[src/rtl/regfile_write_arbiter.sv]
// Round-robin arbiter sharing the register-file write port between ALU and load unit,
// with a registered write stage and a per-register busy scoreboard for hazard checks.
module regfile_write_arbiter #(
    parameter int DATA_W   = 16,
    parameter int ADDR_W   = 4,
    parameter int NUM_REGS = 16
) (
    input  logic                clk,
    input  logic                rst_n,
    input  logic                alu_valid,
    output logic                alu_ready,
    input  logic [ADDR_W-1:0]   alu_addr,
    input  logic [DATA_W-1:0]   alu_data,
    input  logic                mem_valid,
    output logic                mem_ready,
    input  logic [ADDR_W-1:0]   mem_addr,
    input  logic [DATA_W-1:0]   mem_data,
    input  logic                rsv_valid,
    input  logic [ADDR_W-1:0]   rsv_addr,
    input  logic [ADDR_W-1:0]   chk_addr1,
    input  logic [ADDR_W-1:0]   chk_addr2,
    output logic                chk_busy1,
    output logic                chk_busy2,
    output logic [NUM_REGS-1:0] busy_vec,
    output logic                waw_err,
    output logic                RegWrite,
    output logic [ADDR_W-1:0]   WriteReg,
    output logic [DATA_W-1:0]   WriteData
);

    // prio state | meaning
    // PRIO_ALU   | ALU wins when both requesters are valid
    // PRIO_MEM   | load unit wins when both requesters are valid
    typedef enum logic {PRIO_ALU = 1'b0, PRIO_MEM = 1'b1} prio_t;

    prio_t                prio;
    logic                 xfer;
    logic [ADDR_W-1:0]    commit_addr;
    logic [DATA_W-1:0]    commit_data;
    logic [NUM_REGS-1:0]  busy_next;
    logic                 waw_next;

    assign alu_ready   = alu_valid && (!mem_valid || prio == PRIO_ALU);
    assign mem_ready   = mem_valid && (!alu_valid || prio == PRIO_MEM);
    assign xfer        = alu_ready || mem_ready;
    assign commit_addr = alu_ready ? alu_addr : mem_addr;
    assign commit_data = alu_ready ? alu_data : mem_data;

    assign chk_busy1 = busy_vec[chk_addr1];
    assign chk_busy2 = busy_vec[chk_addr2];

    // Reservation is applied after the commit clear so a new producer wins a same-edge collision.
    always_comb begin
        busy_next = busy_vec;
        if (xfer)
            busy_next[commit_addr] = 1'b0;
        if (rsv_valid)
            busy_next[rsv_addr] = 1'b1;
        waw_next = rsv_valid && busy_vec[rsv_addr] && !(xfer && commit_addr == rsv_addr);
    end

    always_ff @(posedge clk or negedge rst_n) begin
        if (!rst_n) begin
            prio      <= PRIO_ALU;
            RegWrite  <= 1'b0;
            WriteReg  <= '0;
            WriteData <= '0;
            busy_vec  <= '0;
            waw_err   <= 1'b0;
        end else begin
            if (alu_ready)
                prio <= PRIO_MEM;
            else if (mem_ready)
                prio <= PRIO_ALU;
            RegWrite <= xfer;
            if (xfer) begin
                WriteReg  <= commit_addr;
                WriteData <= commit_data;
            end
            busy_vec <= busy_next;
            waw_err  <= waw_next;
        end
    end

endmodule

[config.mk]
export PLATFORM = sky130hd
export DESIGN_NAME = regfile_write_arbiter
export DESIGN_NICKNAME = d
export VERILOG_FILES = /design/src/rtl/regfile_write_arbiter.sv
export SDC_FILE = /design/constraint.sdc
export NUM_CORES = 1
export LEC_CHECK = 0
export ABC_AREA = 0
export CAP_MARGIN = 20
export CORE_MARGIN = 2
export CORE_UTILIZATION = 46
export CTS_CLUSTER_SIZE = 30
export DETAILED_ROUTE_END_ITERATION = 10
export GPL_ROUTABILITY_DRIVEN = 0
export PLACE_DENSITY = 0.86
export SLEW_MARGIN = 0
export SYNTH_ARGS = -nofsm -noshare
export SYNTH_HDL_FRONTEND = slang
export SYNTH_SLANG_ARGS = --single-unit
[constraint.sdc]
create_clock -name clk -period 4.6 [get_ports clk]
set_input_delay 0.46 -clock clk [delete_from_list [all_inputs] [get_ports clk]]
set_output_delay 0.46 -clock clk [all_outputs]
set_load 0.05 [all_outputs]
# --- Yosys cells after proc, flatten, opt, wreduce, memory -nomap -nowiden ---
# Cells that the tools add are included.
# W data, S select, Z words.
totals:
  register_bits: 39
  out_inout_bits: 42
  elab_cells: 47
classes:
  n_lt_le_gt_ge: 6
  n_eq_ne: 1
  n_mux: 16
  bitwise: 4
  n_reduce_logical: 14
ops:
  columns: ["operator", "n"]
  rows:
  - ["$mux W16", 3]
  - ["$lt A4 B5 Y1 const B", 4]
  - ["$and A16 B16 Y16", 1]
  - ["$not A16 Y16", 1]
  - ["$or A16 B16 Y16", 1]
  - ["$bmux W1 S4", 3]
  - ["$demux W1 S4", 2]
  - ["$ge A4 B1 Y1 const B", 2]
  - ["$logic_and A1 B1 Y1", 7]
  - ["$mux W1", 7]
  - ["$eq A4 B4 Y1", 1]
  - ["$mux W4", 1]
  - ["$logic_not A1 Y1", 3]
  - ["$logic_or A1 B1 Y1", 3]
  - ["$reduce_bool A2 Y1", 1]
  - ["$not A1 Y1", 1]

# --- Longest topological paths before layout ---
# Gate-level depths: netlist (run 1).
depth:
  word_depth: 13
  depth_mapped: 7

# --- Worst setup path before layout (run 1) ---
# OpenSTA, ideal clock, no wires.
synth_timing:
  path_kind: "register to output"
  startpoint: "register busy_vec[12]"
  endpoint: "output chk_busy1"
  arrival_time_ns: 1.714
  required_ns: 4.140
  setup_slack_ns: 2.426
  stages_incl_launch_ff: 3
  n_path_buf: 0
  cell_sequence: "dfrtp_1 -> mux4_2 -> mux4_2"
synth_via:
  elab_chain_len: 2
synth_rtl:
  columns: ["element", "line_no", "text"]
  rows:
  - ["from (decl)", "24", "output logic [NUM_REGS-1:0] busy_vec,"]
  - ["from (signal assigned)", "80", "busy_vec <= busy_next;"]
  - ["$bmux W1 S4", "49", "assign chk_busy1 = busy_vec[chk_addr1];"]
  - ["$mux W1 (not written as such)", "49", null]
  - ["to (decl)", "22", "output logic chk_busy1,"]
# Every way passes these cells. The select of a mux whose other input is x is not followed.

# --- Final worst setup path (run 1) ---
layout_timing:
  startpoint: "input chk_addr1[0]"
  endpoint: "output chk_busy1"
layout_via:
  elab_chain_len: 2
layout_rtl:
  columns: ["element", "line_no", "text"]
  rows:
  - ["from (decl)", "20", "input logic [ADDR_W-1:0] chk_addr1,"]
  - ["$bmux W1 S4", "49", null]
  - ["$mux W1 (not written as such)", "49", null]
# Every way passes these cells. The select of a mux whose other input is x is not followed.

==> metrics.txt, run 1 <==
status=finished clean; leakage power=1.38 nW; row count=25; Max-slew headroom=41.7%; H-tree lvl count=2; Synth-to-Final Area Change=47.2%; fillcell total=367; # setup viols final=0; Power Density=414 nW/um2; via density per instance=5.67; cells after synthesis=223; measured slew at the worst slew-check pin=0.874 ns; TritonCTS Buffers=5; leading area contributor after synthesis=dfrtp_1; Setup Crit Path Kind=primary input to primary output; RSZ-0062 raised after global routing=no; register area=976 um2; final antenna-violating net count=0; worst min-delay path class=primary input to async pin; die height=74.9 um; Initial Util=48.3%; Worst path top cell family by delay=buffers and inverters; crit path capture type=primary output; Ports=99; post-CTS setup buffers=0; global-route wire length before repair=10400 um; Setup Skew=0.00639 ns; Multi-input gate area=1240 um2; DRT iter0 DRCs=175; Synthesized Nets=280; crit path max fanout=4; Root Driver=clkbuf_8; largest stage delay on the critical path=0.71 ns; vias in the first global route=2149; startpoint types=primary input; sequential fraction of the synthesis area=42.2%; pin count of the biggest net entering global routing=44; Ant. Diodes=0; Avg WL per Cell=16.5 um; CTS tree=yes; DP Area=3320 um2; data arrival time of the worst path=2.82 ns; Worst path slowest cell=clkdlybuf4s50_1; CTS Sinks=39; final hold violation count=0; Clock transition at path regs=0.07 ns; final core occ=71.1%; fin. max-slew vios=0; final net count=374; post_cts resized=0; drt total wl=6370 um; Buf/Inv on CP=2; r2r setup slk=2.60 ns; Yosys Warn Count=0; worst path cell trace=clkdlybuf4s50_1 -> mux4_2 -> mux4_2 -> clkdlybuf4s50_1; DR DRC count=0; synth top area cells=dfrtp_1 (42%), mux4_2 (14%), o21ai_0 (10%); crit share post-route=71.3%; Syn Std Cell Area=2310 um2; share of layout cells above drive strength 1=11.0%; number of max-cap violations=0; Port Buf Inserts=98; total grt overflow=0; die area=5610 um2; Synth Register Bits=39; worst path required time=4.14 ns; Yosys cell types=38; DR pass1 iterations=4; Die Wd=74.9 um; Finished Cell Area=3400 um2; hold_buf cts=0; Fin Setup TNS=0 ns; Yosys top cell area share=42.2%; DP Wirelength=4940 um; Worst-Skew Late Latency=0.29 ns; Tot GR Track Use=24.9%; Peak VDD IR=0.252 mV; initial antenna violation count=0; Max Fclk=305 MHz; Max Root-Sink Buffers=2; via count=2184; crit path time final=3.28 ns; Core Region=4790 um2; syn_area_per_cell=10.4 um2
## area by class of cell
cell class	instances	area share (%)
sequential	39	28.7
clock inverter	1	0.147
tap	67	2.47
timing repair buffer	99	28.9
clock buffer	7	2.24
inverter	8	0.957
multi-input combinational	164	36.6
## flip-flops by register name, indices dropped and copies added (netlist names)
signal	cells
RegWrite	1
WriteData	16
busy_vec	16
prio	1
WriteReg	4
waw_err	1
## report_power, final
| group | switching [mW] | total [mW] | internal [mW] |
|---|---|---|---|
| sequential | 0.0784 | 0.490 | 0.411 |
| combinational | 0.415 | 0.696 | 0.281 |
| clock | 0.115 | 0.221 | 0.106 |
| total | 0.608 | 1.41 | 0.799 |
## cell usage after synthesis
cell	count
o22ai_1	3
a21oi_1	4
xnor2_1	3
o21ai_2	1
mux4_2	14
mux2i_1	18
o32a_4	1
and3_1	3
clkbuf_1	7
o311a_1	1
nand3_1	4
buf_6	1
nand4_1	1
a21bo_4	1
nor2b_1	1
inv_4	1
nand3b_1	1
a31oi_1	3
o211ai_1	1
nand2_2	1
buf_2	2
nor2_1	11
or2_2	2
nand2_1	22
buf_4	2
o21ai_0	48
a21oi_2	3
o311ai_1	1
mux2_2	1
mux2_4	1
a211oi_1	1
nand2b_1	2
nor3b_1	4
o31ai_1	2
nor3_1	4
o21a_1	1
dfrtp_1	39
inv_1	7
## routing by layer
metal	share of wire [%]	vias up	GRT usage, %
met5	0	-	0
met4	2.2	0	8.53
met3	11	16	9.37
met2	48	127	39.6
met1	39	1023	31.4
li1	-	1018	-
## stage by stage
step	cells	total power, mW	setup WS (ns)	hold slack [ns]
6_report	385	1.41	1.32	0.288
5_1_grt	385	1.48	1.23	0.348
4_1_cts	385	1.42	1.31	0.295
3_5_place_dp	377	1.19	1.32	0.529
3_3_place_gp	377	1.18	1.37	0.515
2_1_floorplan	223	0.922	2.43	0.164
## worst paths after layout
kind / startpoint / to / depth (start not counted)
setup / recovery: chk_addr1[0] / chk_busy1 / 4
hold reg to reg: WriteReg[2] / WriteReg[2] / 2
max in group asynchronous: rst_n / prio / 1
setup reg to reg: prio / waw_err / 6
min in group clk: WriteReg[2] / WriteReg[2] / 2
hold / removal: rst_n / WriteData[7] / 1
## kinds of logic after synthesis
| kind of cell | share of synthesized area [%] |
|---|---|
| buffers and inverters | 4.12 |
| AND/OR/NAND/NOR | 11.4 |
| XOR/XNOR | 1.14 |
| flip-flops | 42.2 |
| AO/OA/AOI/OAI | 18.5 |
| multiplexers | 22.6 |
## worst register-to-register path, cell delays in order, from the launching register on
cell	delay, ns
dfrtp_1	0.42
a21bo_4	0.30
inv_4	0.31
mux2i_1	0.29
xnor2_1	0.14
o311ai_1	0.11
o311a_1	0.32
## cells in the final DEF, fill, tap and decap left out, types with 4 or more instances in the layout
cell type	n
nand3_1	4
a21oi_1	4
nor3_1	4
nor3b_1	4
nor2_1	11
clkbuf_8	5
clkdlybuf4s50_1	97
nand2_1	22
mux2i_1	18
o21ai_0	47
mux4_2	14
dfrtp_1	39
inv_1	7
(Power assumes the default switching activity.)
==> inputs of run 2 (changes only) <==
--- a/config.mk
+++ b/config.mk
@@ -8,11 +8,11 @@
 export ABC_AREA = 0
 export CAP_MARGIN = 20
 export CORE_MARGIN = 2
-export CORE_UTILIZATION = 46
+export CORE_UTILIZATION = 43
 export CTS_CLUSTER_SIZE = 30
 export DETAILED_ROUTE_END_ITERATION = 10
 export GPL_ROUTABILITY_DRIVEN = 0
-export PLACE_DENSITY = 0.86
+export PLACE_DENSITY = 0.81
 export SLEW_MARGIN = 0
 export SYNTH_ARGS = -nofsm -noshare
 export SYNTH_HDL_FRONTEND = slang
==> constraint.sdc (replaced) <==
create_clock -name clk -period 3.2 [get_ports clk]
set_input_delay 0.32 -clock clk [delete_from_list [all_inputs] [get_ports clk]]
set_output_delay 0.32 -clock clk [all_outputs]
set_load 0.05 [all_outputs]
==> metrics.txt, run 2 (same netlist as run 1, synthesis figures left out) <==
FF-to-FF End=waw_err (unchanged); drt total wl=6480 um (was 6370 um); Post-Layout Cell Count=387 (was 385); Ports=99 (unchanged); placed cell count=381 (was 377); Synth-to-Final Area Change=47.3% (was 47.2%); pin count of the biggest net entering global routing=40 (was 44); via count=2232 (was 2184); final core occ=66.2% (was 71.1%); die height=77.3 um (was 74.9 um); CTS tree=yes (unchanged); Total Power=2.01 mW (was 1.41 mW); DR pass1 iterations=4 (unchanged); biggest regs=WriteData (16), busy_vec (16), WriteReg (4) (unchanged); total grt overflow=0 (unchanged); measured slew at the worst slew-check pin=0.862 ns (was 0.874 ns); pre-CTS setup slack=0.187 ns (was 1.32 ns); setup ws final=0.180 ns (was 1.32 ns); post-CTS setup buffers=0 (unchanged); status=finished clean (unchanged); post_cts resized=0 (unchanged); Avg WL per Cell=16.7 um (was 16.5 um); number of max-cap violations=0 (unchanged); # setup viols final=0 (unchanged); DRT iter0 DRCs=182 (was 175); Max Fclk=331 MHz; Ant. Diodes=0 (unchanged); Setup Crit Path Kind=primary input to primary output (unchanged); worst min-delay path class=primary input to async pin (unchanged); die area=5980 um2 (was 5610 um2); vias in the first global route=2225 (was 2149); DR DRC count=0 (unchanged); H-tree lvl count=2 (unchanged); startpoint types=primary input (unchanged); Worst-Skew Late Latency=0.29 ns (about the same); data arrival time of the worst path=2.70 ns (was 2.82 ns); Clock transition at path regs=0.07 ns (about the same); Comb pwr share=50.1% (was 49.5%); hold_buf cts=0 (unchanged); CTS Sinks=39 (unchanged); final net count=375 (was 374); Root Driver=clkbuf_8 (unchanged); fin. max-slew vios=0 (unchanged); Max-slew headroom=42.5% (was 41.7%); share of layout cells above drive strength 1=11.0% (about the same); DP Wirelength=4940 um (about the same); crit path max fanout=4 (unchanged); Die Wd=77.3 um (was 74.9 um); Core Region=5140 um2 (was 4790 um2); Max Root-Sink Buffers=2 (unchanged); Initial Util=45.0% (was 48.3%); internal power=1.14 mW (was 799 uW); final hold violation count=0 (unchanged); Critical R2R Launch=prio (unchanged); crit path capture type=primary output (unchanged); switching power=871 uW (was 608 uW); crit share post-route=94.4%; DP Area=3330 um2 (was 3320 um2); Power Density=592 nW/um2 (was 414 nW/um2); via density per instance=5.77 (was 5.67); Tot GR Track Use=22.6% (was 24.9%); row count=26 (was 25); r2r setup slk=1.18 ns (was 2.60 ns); commonest non-fill, non-tap cell in the layout=clkdlybuf4s50_1 (unchanged); leakage power=1.38 nW (about the same); hold slack=0.141 ns (was 0.288 ns); final antenna-violating net count=0 (unchanged); Reg2Reg Depth=7 (was 6); initial antenna violation count=0 (unchanged); RSZ-0062 raised after global routing=no (unchanged); global-route wire length before repair=10800 um (was 10400 um); register share of total power=34.9% (was 34.8%); clock power share=15.0% (was 15.7%); Peak VDD IR=0.329 mV (was 0.252 mV); TritonCTS Buffers=5 (unchanged); Sw Share=43.3% (was 43.2%); crit path time final=3.02 ns; worst path required time=2.88 ns (was 4.14 ns); Fin Setup TNS=0 ns (unchanged); Port Buf Inserts=98 (unchanged); most frequent cells in the layout=clkdlybuf4s50_1 (97), o21ai_0 (47), dfrtp_1 (39) (unchanged); Finished Cell Area=3400 um2 (about the same); Setup Skew=0.00297 ns (was 0.00639 ns)
run 2: critical path, stage by stage:
cell and delay (ns):
clkdlybuf4s50_1 0.63, mux4_2 0.56, mux4_2 0.48, clkdlybuf4s50_1 0.72
run 2: routing by layer:
layer  vias up  share of wire [%]  global-route usage, %
met5         -                  0                      0
met3        15                 10                   7.53
met4         0                2.1                   8.75
met2       136                 49                   36.0
met1      1066                 39                   28.5
li1       1015                  -                      -
run 2: final cells by class:
cell class | instances | area, um2
Fill cell | 455 | 1740
Multi-Input combinational cell | 164 | 1240
Timing Repair Buffer | 100 | 991
Sequential cell | 39 | 976
Tap cell | 70 | 87.6
Clock buffer | 6 | 72.6
Inverter | 8 | 32.5
run 2: how the worst max path moves through the flow:
stage                  from   endpoint  slack [ns]  cells past startpoint
2_1_floorplan  busy_vec[12]  chk_busy1        1.17                      2
3_3_place_gp   chk_addr2[0]  chk_busy2        0.25                      4
3_5_place_dp   chk_addr2[0]  chk_busy2        0.19                      4
4_1_cts        chk_addr2[0]  chk_busy2        0.18                      4
5_1_grt        chk_addr2[0]  chk_busy2        0.12                      4
6_report       chk_addr2[0]  chk_busy2        0.18                      4
run 2: power by group through the flow:
stage	clock [mW]	combinational [mW]	sequential [mW]
after floorplan	0	0.311	1.01
after global placement	0	0.990	0.704
after detailed placement	0	1.01	0.708
after CTS	0.309	1.01	0.700
after global routing	0.335	1.06	0.717
final	0.303	1.01	0.703
